**config.mk**
```make
export PLATFORM = sky130hd
export DESIGN_NAME = lcg_stim_gen
export DESIGN_NICKNAME = d
export VERILOG_FILES = /design/src/rtl/lcg_stim_gen.sv
export SDC_FILE = /design/constraint.sdc
export NUM_CORES = 1
export LEC_CHECK = 0
export ABC_CLOCK_PERIOD_IN_PS = 13360
export CAP_MARGIN = 20
export CORE_MARGIN = 10
export CORE_UTILIZATION = 60
export CTS_BUF_LIST = sky130_fd_sc_hd__clkbuf_8 sky130_fd_sc_hd__clkbuf_16
export DETAILED_ROUTE_END_ITERATION = 10
export HOLD_SLACK_MARGIN = 0.12
export PLACE_DENSITY = 0.95
export SLEW_MARGIN = 40
export SYNTH_ARGS = -nofsm -noshare
export SYNTH_HDL_FRONTEND = slang
export SYNTH_SLANG_ARGS = --single-unit
export TNS_END_PERCENT = 1
```
**constraint.sdc**
```tcl
create_clock -name clk -period 13.36 [get_ports clk]
set_clock_uncertainty 0.2 [all_clocks]
set_input_delay 2.004 -clock clk [delete_from_list [all_inputs] [get_ports clk]]
set_output_delay 2.004 -clock clk [all_outputs]
set_load 0.01 [all_outputs]
```
**src/rtl/lcg_stim_gen.sv**
```systemverilog
// lcg_stim_gen: LCG-packed IN_W-bit stimulus vectors on valid/ready; LCG_STIM_STALL_CNT_EN adds stall_cnt
module lcg_stim_gen #(
  parameter int          IN_W    = 137,
  parameter int          CNT_W   = 32,
  parameter logic [31:0] LCG_MUL = 32'h41C64E6D,
  parameter logic [31:0] LCG_INC = 32'h00003039
) (
  input  logic             clk,
  input  logic             rst,
  input  logic             start,
  input  logic [31:0]      seed,
  input  logic [CNT_W-1:0] num_vec,
  output logic [IN_W-1:0]  vec_data,
  output logic             vec_valid,
  input  logic             vec_ready,
  output logic [CNT_W-1:0] vec_idx,
  output logic [31:0]      rng_state,
  output logic             busy,
  output logic             done
`ifdef LCG_STIM_STALL_CNT_EN
  ,
  output logic [CNT_W-1:0] stall_cnt
`endif
);
  localparam int NWORDS = (IN_W + 31) / 32;
  localparam int LAST_W = IN_W - 32 * (NWORDS - 1);
  localparam int W_W    = $clog2(NWORDS + 1);
  typedef enum logic [1:0] {IDLE, FILL, PRESENT, DONE} state_t;
  state_t           r_state, w_next_state;
  logic [31:0]      r_rng, w_rng_next;
  logic [CNT_W-1:0] r_num, r_idx;
  logic [W_W-1:0]   r_w;
  logic [IN_W-1:0]  r_data;
  logic             w_start, w_last_word, w_accept, w_last_vec;
  assign w_rng_next  = r_rng * LCG_MUL + LCG_INC;
  assign w_start     = r_state == IDLE && start;
  assign w_last_word = r_w == W_W'(NWORDS - 1);
  assign w_accept    = r_state == PRESENT && vec_ready;
  assign w_last_vec  = r_idx == r_num - CNT_W'(1);
  assign vec_data    = r_data;
  assign vec_valid   = r_state == PRESENT;
  assign vec_idx     = r_idx;
  assign rng_state   = r_rng;
  assign busy        = r_state == FILL || r_state == PRESENT;
  assign done        = r_state == DONE;
  // state register
  always_ff @(posedge clk) begin
    if (rst) r_state <= IDLE;
    else r_state <= w_next_state;
  end
  // next-state: zero-length runs go straight to DONE, last accepted vector ends the run
  always_comb begin
    w_next_state = r_state;
    case (r_state)
      IDLE:    if (start) w_next_state = (num_vec == '0) ? DONE : FILL;
      FILL:    if (w_last_word) w_next_state = PRESENT;
      PRESENT: if (vec_ready) w_next_state = w_last_vec ? DONE : FILL;
      default: w_next_state = IDLE;
    endcase
  end
  // datapath: latch run config, one LCG step per FILL cycle into word r_w, advance index on handshake
  always_ff @(posedge clk) begin
    if (rst) begin
      r_rng  <= '0;
      r_num  <= '0;
      r_idx  <= '0;
      r_w    <= '0;
      r_data <= '0;
    end else if (w_start) begin
      r_rng <= seed;
      r_num <= num_vec;
      r_idx <= '0;
      r_w   <= '0;
    end else if (r_state == FILL) begin
      r_rng <= w_rng_next;
      r_w   <= r_w + W_W'(1);
      for (int k = 0; k < NWORDS - 1; k++)
        if (r_w == W_W'(k)) r_data[32*k +: 32] <= w_rng_next;
      if (w_last_word) r_data[IN_W-1:32*(NWORDS-1)] <= w_rng_next[LAST_W-1:0];
    end else if (w_accept) begin
      r_w <= '0;
      if (!w_last_vec) r_idx <= r_idx + CNT_W'(1);
    end
  end
`ifdef LCG_STIM_STALL_CNT_EN
  logic [CNT_W-1:0] r_stall;
  assign stall_cnt = r_stall;
  // saturating count of presented-but-not-accepted cycles, cleared when a run starts
  always_ff @(posedge clk) begin
    if (rst || w_start) r_stall <= '0;
    else if (r_state == PRESENT && !vec_ready && r_stall != '1) r_stall <= r_stall + CNT_W'(1);
  end
`endif
endmodule

```
[Word-level counts from Yosys, hierarchy flattened]
Index checks and enable logic that the tools add are counted.
Widths: inputs -> output; s select.
Cells by class
  $add $sub $neg: 4
  multipliers: 1
  eq/ne operators: 11
  mux-type cells: 10
  bitwise operators: 3
  reduce and logical (&&, ||, !) cells: 16
Operators with widths (count)
  $mux 32: 2
  $add 32x1->32 const B: 1
  $add 32x14->32 const B: 1
  $eq 32x32->1: 1
  $logic_not 32->1: 1
  $mul 32x31->32 const B: 1
  $sub 32x1->32 const B: 1
  $reduce_and 3->1: 7
  $mux 2: 5
  $eq 3x2->1 const B: 2
  $mux 3: 2
  $pmux 2 s3: 1
  $eq 2x2->1 const B: 2
  $ne 2x2->1 const B: 2
  $reduce_bool 2->1: 2
  $add 3x1->3 const B: 1
  $eq 3x1->1 const B: 1
  $eq 3x3->1 const B: 1
  $logic_not 3->1: 1
  $not 1->1: 3
  $eq 2x1->1 const B: 1
  $logic_and 1x1->1: 2
  $logic_not 2->1: 1
  $ne 2x1->1 const B: 1
  2 further kinds: 2
Word-level totals
  flip-flop bits (word level): 238
  input bits: 68
  output and inout bits: 204

[Longest topological paths before layout]
Gate-level depths: netlist of the first run.
  word-level depth: 5
  mapped depth: 27
  gate-level depth less buffers: 26

[Worst setup path after synthesis of the first run]
Ideal clock, no wire load.
  path kind: flip-flop to flip-flop
  start point: reg r_rng[0], in the netlist rng_state[0]
  end point: reg r_rng[21], in the netlist rng_state[21]
  arrival: 6417 ps
  path slack: 6669 ps
  stages on the path, launching flop included: 26
  path buffers: 1
  period minus slack after synthesis: 6691 ps
  path through: dfxtp_1 -> clkbuf_1 -> inv_1 -> ha_1 -> inv_1 -> ha_1 -> inv_1 -> fa_1 -> fa_1 -> inv_1 -> ha_1 -> inv_1 -> fa_1 -> inv_1 -> fa_1 -> fa_1 -> ha_1 -> nand2_1 -> a2111oi_0 -> o41ai_1 -> a21boi_0 -> o21a_1 -> o21a_1 -> nor2_1 -> or3b_2 -> a31oi_1
On the way
  word-level cells in the longest chain between the ends: 4
Ends and longest elaborated chain
  start, declared: line 30  | logic [31:0] r_rng, w_rng_next;
  start signal, assigned: line 75  | r_rng <= w_rng_next;
  $mul 32x31->32: line 35  | assign w_rng_next = r_rng * LCG_MUL + LCG_INC;
  $add 32x14->32: line 35
  $mux 32: line 74  | end else if (r_state == FILL) begin
  $mux 32: line 69  | end else if (w_start) begin
No other way between the ends. The select of a mux whose other input is x is not followed.
A chain may end at the register's enable or synchronous reset.

[Final worst setup path of the first run]
  start point: reg r_rng[1], in the netlist rng_state[1]
  end point: reg r_data[31], in the netlist vec_data[31]
On the way
  word-level cells in the longest chain between the ends: 2
Ends and longest elaborated chain
  $mul 32x31->32: line 35
  $add 32x14->32: line 35
  end signal, assigned by index: line 78  | if (r_w == W_W'(k)) r_data[32*k +: 32] <= w_rng_next;
  end signal, assigned by index: line 79  | if (w_last_word) r_data[IN_W-1:32*(NWORDS-1)] <= w_rng_next[LAST_W-1:0];
  end, declared: line 33  | logic [IN_W-1:0] r_data;
No other way between the ends.

==> results.json, run 1 <==
{
  "drc": 0,
  "grt-busiest-layer": "met2",
  "clock.fmax_ghz": 0.124,
  "net_count_of_the_mapped_netlist": 2782,
  "cts_inserted_buffers": 25,
  "number_of_slew_limit_violations_in_the_final_report": 0,
  "critical_path_required_ns": 13.57,
  "cp_max_fo": 9,
  "detailed_router_s_first_iteration_violation_count": 1734,
  "postSynth.topFlopCell": "sky130_fd_sc_hd__dfxtp_1",
  "cts_tree": "yes",
  "cts_buffer_depth": 3,
  "synth_area_leader_cell": "sky130_fd_sc_hd__dfxtp_1",
  "floorplan.die.width_microns": 201,
  "worst_hold_path.num_cells": 2,
  "drt-wirelength-per-cell_microns": 22.4,
  "postLayoutCellArea_sq_um": 23500,
  "crit-reg2reg-capture": "vec_data[31]",
  "place_hpwl_microns": 52500,
  "hold_buffers": 0,
  "synth_warnings": 0,
  "tightestPinTransition_ns": 0.882,
  "synth_top_cells_by_area": "sky130_fd_sc_hd__dfxtp_1 24%, sky130_fd_sc_hd__fa_1 19%, sky130_fd_sc_hd__ha_1 14%, sky130_fd_sc_hd__inv_1 7.8%, sky130_fd_sc_hd__nand2_1 6.3%",
  "track_usage_pct": 32.6,
  "ys_seq_area_share_pct": 24.3,
  "synthDominantCellAreaShare_pct": 24.3,
  "timing.slew.headroom_pct": 40.8,
  "die_area_sq_um": 40200,
  "max_cap_viol_count": 0,
  "clk-insertion-delay-late_ns": 0.54,
  "vias": 17800,
  "min_delay_worst_endpoint": "vec_data[12]",
  "grt_setup_unrepaired": "no",
  "filler_cells_inserted": 2299,
  "die_height_microns": 201,
  "holdCritPathClass": "reg2reg",
  "area_delta_synth_final_pct": 20.1,
  "status": "complete, no violations",
  "overflow": 0,
  "grtUsageMet2_pct": 54.9,
  "finalWeightedCongestion": 1.01,
  "clock_tree.htree_level_count": 1,
  "report.final.hold_viol_count": 0,
  "final.setup.tns_ns": 0,
  "core.rowCount": 66,
  "netlist_area_sq_um": 19600,
  "synthesis.area_per_instance_sq_um": 8.47,
  "via_per_inst": 5.97,
  "grt_max_degree": 110,
  "hold_start": "vec_data[12]",
  "grt_use_met3_pct": 7.02,
  "grt_pass1_wl_microns": 105000,
  "drive_gt1_share_pct": 3.58,
  "startpoint_type": "flip-flop",
  "placed_cell_area_sq_um": 22600,
  "antenna_found_initial": 3,
  "setup.reg_to_reg.worst_slack_ns": 5.31,
  "core-area_sq_um": 32400,
  "antenna_left": 0,
  "clk_root_buffer_cell": "sky130_fd_sc_hd__clkbuf_16",
  "detailedRoute.firstPassIterationCount": 6,
  "floorplan.initialDensity_pct": 60.4,
  "critPathArrivalTime_ns": 8.26,
  "fin_hold_ws_ns": 0.256,
  "async_flop_share_pct": 0,
  "use_met1_pct": 38.1,
  "cts_num_sinks": 238,
  "setup_viol_count_final": 0,
  "min_period_over_period_pct": 60.2,
  "ys_ff_latch": 238,
  "timing.reg2reg.worst_path_depth": 23,
  "min_period_ns": 8.05,
  "number_of_instances_resized_during_post_cts_repair": 0,
  "cts_setup_buffers": 0,
  "io_buffers": 271,
  "finalWirelength_microns": 67000,
  "path_class": "reg2reg",
  "fin_nets": 3000,
  "worst_setup_path_end_kind": "flip-flop",
  "first_global_vias": 18500,
  "top_level_ports": 272,
  "edff_count_synth": 0,
  "synth_cell_types": 71,
  "syn_inst": 2309,
  "clock_pin_slew_of_the_registers_on_the_worst_case_setup_and_hold_paths_ns": 0.07,
  "rr_startpoint": "rng_state[1]"
}
## stage by stage
| step | utilization, % | setup slack, ns | instances |
|---|---|---|---|
| 2_1_floorplan | - | 6.67 | 2309 |
| 3_3_place_gp | 69.7 | 6.12 | 2939 |
| 3_5_place_dp | 69.9 | 5.86 | 2940 |
| 4_1_cts | 72.4 | 5.66 | 2984 |
| 5_1_grt | 72.6 | 5.20 | 2987 |
| 6_report | 72.6 | 5.31 | 2988 |
## worst max path at each step
| stage | start | to | cells after the start |
|---|---|---|---|
| floorplan | rng_state[0] | rng_state[21] | 25 |
| global placement | rng_state[1] | rng_state[29] | 23 |
| detailed placement | rng_state[1] | vec_data[31] | 23 |
| CTS | rng_state[7] | vec_data[31] | 22 |
| global route | rng_state[7] | vec_data[93] | 22 |
| finish | rng_state[1] | vec_data[31] | 23 |
## layout by cell type, fill, tap and decap left out, types with 5 or more instances in the layout
master and n:
sky130_fd_sc_hd__o21ai_0 59, sky130_fd_sc_hd__or4_1 15, sky130_fd_sc_hd__a211oi_1 35, sky130_fd_sc_hd__buf_4 16, sky130_fd_sc_hd__o41ai_1 7, sky130_fd_sc_hd__clkdlybuf4s50_1 270
sky130_fd_sc_hd__o211ai_1 8, sky130_fd_sc_hd__clkbuf_16 25, sky130_fd_sc_hd__xor2_1 38, sky130_fd_sc_hd__dfxtp_1 238, sky130_fd_sc_hd__xnor2_1 59, sky130_fd_sc_hd__o21a_1 5
sky130_fd_sc_hd__a31o_2 5, sky130_fd_sc_hd__a21oi_1 202, sky130_fd_sc_hd__mux2i_1 25, sky130_fd_sc_hd__and2_1 8, sky130_fd_sc_hd__nand2_1 328, sky130_fd_sc_hd__fa_1 188
sky130_fd_sc_hd__or3_1 29, sky130_fd_sc_hd__nor3_1 15, sky130_fd_sc_hd__and3_1 14, sky130_fd_sc_hd__ha_1 216, sky130_fd_sc_hd__a21o_1 8, sky130_fd_sc_hd__nor4b_1 5
sky130_fd_sc_hd__nor3b_1 6, sky130_fd_sc_hd__nand4_1 17, sky130_fd_sc_hd__nor2_1 107, sky130_fd_sc_hd__nor4_1 21, sky130_fd_sc_hd__nand3b_1 8, sky130_fd_sc_hd__nand3_1 47
sky130_fd_sc_hd__a31oi_1 10, sky130_fd_sc_hd__o31ai_1 9, sky130_fd_sc_hd__xnor2_2 5, sky130_fd_sc_hd__inv_1 408
## state kept, by name, summed over array words and instances, names as in the netlist
signal     flops
vec_idx       32
r_w            3
rng_state     32
vec_data     137
r_state        2
r_num         32
## kinds of logic after synthesis
| logic type | after synthesis | synth area share [%] |
|---|---|---|
| AOI/OAI and AO/OA | 384 | 11.6 |
| xor gates and xnor gates | 103 | 4.61 |
| adders and majority gates | 405 | 33.1 |
| buffers and inverters | 505 | 9.76 |
| DFF | 238 | 24.3 |
| muxes | 28 | 1.47 |
| and+or+nand+nor | 646 | 15.1 |
## per-layer routing
layer	share of wire (%)	vias to the layer above
met1	37	8550
met4	6.3	2
met2	48	1086
met3	9.3	273
li1	-	7932
met5	0.022	-
## critical path: stages, from the launching register on
cell	delay, ns
sky130_fd_sc_hd__dfxtp_1	0.69
sky130_fd_sc_hd__ha_1	0.51
sky130_fd_sc_hd__inv_1	0.31
sky130_fd_sc_hd__ha_1	0.21
sky130_fd_sc_hd__inv_1	0.05
sky130_fd_sc_hd__fa_1	0.39
sky130_fd_sc_hd__fa_1	0.52
sky130_fd_sc_hd__inv_1	0.04
sky130_fd_sc_hd__ha_1	0.27
sky130_fd_sc_hd__inv_1	0.06
sky130_fd_sc_hd__fa_1	0.53
sky130_fd_sc_hd__inv_1	0.05
sky130_fd_sc_hd__fa_1	0.52
sky130_fd_sc_hd__fa_1	0.44
sky130_fd_sc_hd__ha_1	0.47
sky130_fd_sc_hd__nand2_1	0.11
sky130_fd_sc_hd__a2111oi_0	0.61
sky130_fd_sc_hd__o41ai_1	0.24
sky130_fd_sc_hd__a21boi_0	0.48
sky130_fd_sc_hd__o21ai_0	0.26
sky130_fd_sc_hd__a31oi_1	0.35
sky130_fd_sc_hd__o41ai_1	0.17
sky130_fd_sc_hd__nor2_1	0.28
sky130_fd_sc_hd__o21ai_0	0.15
## synth_stat cells (all sizes together), types with 5 or more instances
cell	n
nor3	15
dfxtp	238
mux2i	25
or4	16
o41ai	7
nand2	330
a211oi	35
a21o	8
o21a	5
buf	16
inv	406
and3	14
nor2	108
a21oi	202
nand3	47
xnor2	64
nor4	23
and2	9
or3	30
clkbuf	83
o211ai	8
a31o	5
nand4	17
fa	188
ha	217
a31oi	10
o21ai	60
o31ai	9
nand3b	8
nor3b	6
xor2	39
nor4b	5
## area by class of cell
type / count / area [sq um] / share of cell area (%)
Antenna cell: 2 / 5.00 / 0.0213
Clock buffer: 29 / 681 / 2.90
Timing Repair Buffer: 290 / 2900 / 12.3
Multi-Input combinational cell: 1566 / 13000 / 55.1
Sequential cell: 238 / 4760 / 20.3
Clock inverter: 15 / 124 / 0.527
Tap cell: 442 / 553 / 2.35
Inverter: 406 / 1520 / 6.48
Power of run 1 is not shown: default switching activity piles up to over one toggle a cycle in this logic, so the estimate is an artifact.
==> inputs of run 2 (changes only) <==
--- a/config.mk
+++ b/config.mk
@@ -5,14 +5,14 @@
 export SDC_FILE = /design/constraint.sdc
 export NUM_CORES = 1
 export LEC_CHECK = 0
-export ABC_CLOCK_PERIOD_IN_PS = 13360
+export ABC_CLOCK_PERIOD_IN_PS = 8400
 export CAP_MARGIN = 20
 export CORE_MARGIN = 10
-export CORE_UTILIZATION = 60
+export CORE_UTILIZATION = 57
 export CTS_BUF_LIST = sky130_fd_sc_hd__clkbuf_8 sky130_fd_sc_hd__clkbuf_16
 export DETAILED_ROUTE_END_ITERATION = 10
 export HOLD_SLACK_MARGIN = 0.12
-export PLACE_DENSITY = 0.95
+export PLACE_DENSITY = 0.93
 export SLEW_MARGIN = 40
 export SYNTH_ARGS = -nofsm -noshare
 export SYNTH_HDL_FRONTEND = slang
==> constraint.sdc (replaced) <==
create_clock -name clk -period 8.4 [get_ports clk]
set_clock_uncertainty 0.2 [all_clocks]
set_input_delay 1.26 -clock clk [delete_from_list [all_inputs] [get_ports clk]]
set_output_delay 1.26 -clock clk [all_outputs]
set_load 0.01 [all_outputs]
==> results.json, run 2 (same netlist as run 1, synthesis figures left out) <==
{
  "cts_buffer_depth": 3,
  "postLayoutCellArea_sq_um": 23500,
  "path_class": "reg2reg",
  "hold_buffers": 0,
  "fin_nets": 2995,
  "tightestPinTransition_ns": 0.944,
  "final_common_cell": "sky130_fd_sc_hd__inv_1",
  "final.setup.tns_ns": 0,
  "grt_pass1_wl_microns": 102000,
  "critical_path_required_ns": 8.59,
  "startpoint_type": "flip-flop",
  "detailed_router_s_first_iteration_violation_count": 1442,
  "critical-path-max-stage-delay_ns": 0.62,
  "report.final.hold_viol_count": 0,
  "overflow": 0,
  "status": "complete, no violations",
  "cp_cell_sequence": "ha_1 -> fa_1 -> inv_1 -> fa_1 -> fa_1 -> inv_1 -> ha_1 -> inv_1 -> fa_1 -> inv_1 -> fa_1 -> fa_1 -> ha_1 -> nand2_1 -> a2111oi_0 -> o41ai_1 -> a21boi_0 -> o21ai_0 -> a31oi_1 -> o41ai_1 -> nor2_1 -> o21ai_0",
  "fin_hold_ws_ns": 0.255,
  "timing.slew.headroom_pct": 36.6,
  "grt_setup_unrepaired": "no",
  "setup_viol_count_final": 0,
  "detailedRoute.firstPassIterationCount": 5,
  "filler_cells_inserted": 2482,
  "drt-wirelength-per-cell_microns": 22.2,
  "first_global_vias": 18300,
  "floorplan.die.width_microns": 205,
  "critPathArrivalTime_ns": 7.98,
  "finalWeightedCongestion": 1.03,
  "cts_tree": "yes",
  "antenna_left": 0,
  "number_of_slew_limit_violations_in_the_final_report": 0,
  "cts_setup_buffers": 0,
  "track_usage_pct": 30.8,
  "max_cap_viol_count": 0,
  "critPathMostFrequentCell": "sky130_fd_sc_hd__fa_1",
  "core.rowCount": 67,
  "die_height_microns": 205,
  "drc": 0,
  "grt_max_degree": 103,
  "final_critical_path_setup_slack_ns": 0.615,
  "vias": 17700,
  "holdCritPathClass": "reg2reg",
  "clk_root_buffer_cell": "sky130_fd_sc_hd__clkbuf_16",
  "mostFrequentLayoutCells": "408 x sky130_fd_sc_hd__inv_1, 328 x sky130_fd_sc_hd__nand2_1, 270 x sky130_fd_sc_hd__clkdlybuf4s50_1, 238 x sky130_fd_sc_hd__dfxtp_1, 216 x sky130_fd_sc_hd__ha_1",
  "place_worst_setup_slack_ns": 0.870,
  "number_of_instances_resized_during_post_cts_repair": 0,
  "min_period_over_period_pct": 92.7,
  "cp_max_fo": 11,
  "finalWirelength_microns": 66400,
  "place_hpwl_microns": 52200,
  "clock_pin_slew_of_the_registers_on_the_worst_case_setup_and_hold_paths_ns": 0.07,
  "cts_num_sinks": 238,
  "setup.reg_to_reg.worst_slack_ns": 0.62,
  "min_period_ns": 7.78,
  "antenna_found_initial": 1,
  "cp_slowest_cell": "sky130_fd_sc_hd__dfxtp_1",
  "drive_gt1_share_pct": 3.58,
  "cts_inserted_buffers": 26,
  "io_buffers": 271,
  "die_area_sq_um": 42100,
  "largest_register_ff_count": 137,
  "worst_setup_path_end_kind": "flip-flop",
  "via_per_inst": 5.93,
  "clock.fmax_ghz": 0.128,
  "top_level_ports": 272,
  "clock_tree.htree_level_count": 1,
  "area_delta_synth_final_pct": 20.1,
  "floorplan.initialDensity_pct": 58.1,
  "core-area_sq_um": 33700,
  "clk-insertion-delay-late_ns": 0.55,
  "placed_cell_area_sq_um": 22600
}
## run 2: area by class of cell
type                    count  area [sq um]  share of cell area, %
inverters                 406          1520                   6.48
clock buffers              31           731                   3.11
clock inverters            17           126                  0.538
multi-input cells        1566         13000                   55.1
diodes                      1          2.50                 0.0106
flip-flops and latches    238          4760                   20.3
well taps                 448           561                   2.38
repair buffers            284          2840                   12.1
## run 2: worst max-delay path, delay by kind of cell, from the launching register on
kind	cells	cell delay [ns]
flip-flops	1	0.62
adder cells (fa/ha/maj)	9	4.11
AND/OR/NAND/NOR	2	0.44
buffers and inverters	4	0.23
AO/OA/AOI/OAI	7	2.02
## run 2: layer usage
metal | share of wire, % | global-route usage (%) | up-vias
met5 | 0 | 0 | -
met4 | 6.3 | 16.8 | 0
met3 | 9.6 | 7.28 | 260
met2 | 48 | 52.3 | 985
met1 | 36 | 35.3 | 8568
li1 | - | - | 7936
## run 2: final timing paths
path                startpoint      endpoint  cells after the start
hold reg to reg   vec_data[67]  vec_data[67]                      2
setup reg to reg  rng_state[7]  vec_data[95]                     22
setup / recovery  rng_state[7]  vec_data[95]                     22
hold / removal    vec_data[67]  vec_data[67]                      2
## run 2: metrics by stage
stage,utilization (%),cells
after floorplan,-,2309
after global placement,66.9,2941
after detailed placement,67.1,2941
after CTS,69.6,2989
after global routing,69.7,2990
final,69.7,2991
Power of run 2 is left out for the same reason.
==> inputs of run 3 (changes only) <==
--- a/config.mk
+++ b/config.mk
@@ -5,7 +5,6 @@
 export SDC_FILE = /design/constraint.sdc
 export NUM_CORES = 1
 export LEC_CHECK = 0
-export ABC_CLOCK_PERIOD_IN_PS = 8400
 export CAP_MARGIN = 20
 export CORE_MARGIN = 10
 export CORE_UTILIZATION = 57
@@ -17,4 +16,3 @@
 export SYNTH_ARGS = -nofsm -noshare
 export SYNTH_HDL_FRONTEND = slang
 export SYNTH_SLANG_ARGS = --single-unit
-export TNS_END_PERCENT = 1
==> results of run 3 <==
The final DEF is identical to that of run 2; final timing and power are the same.
Power of run 3 is left out for the same reason.
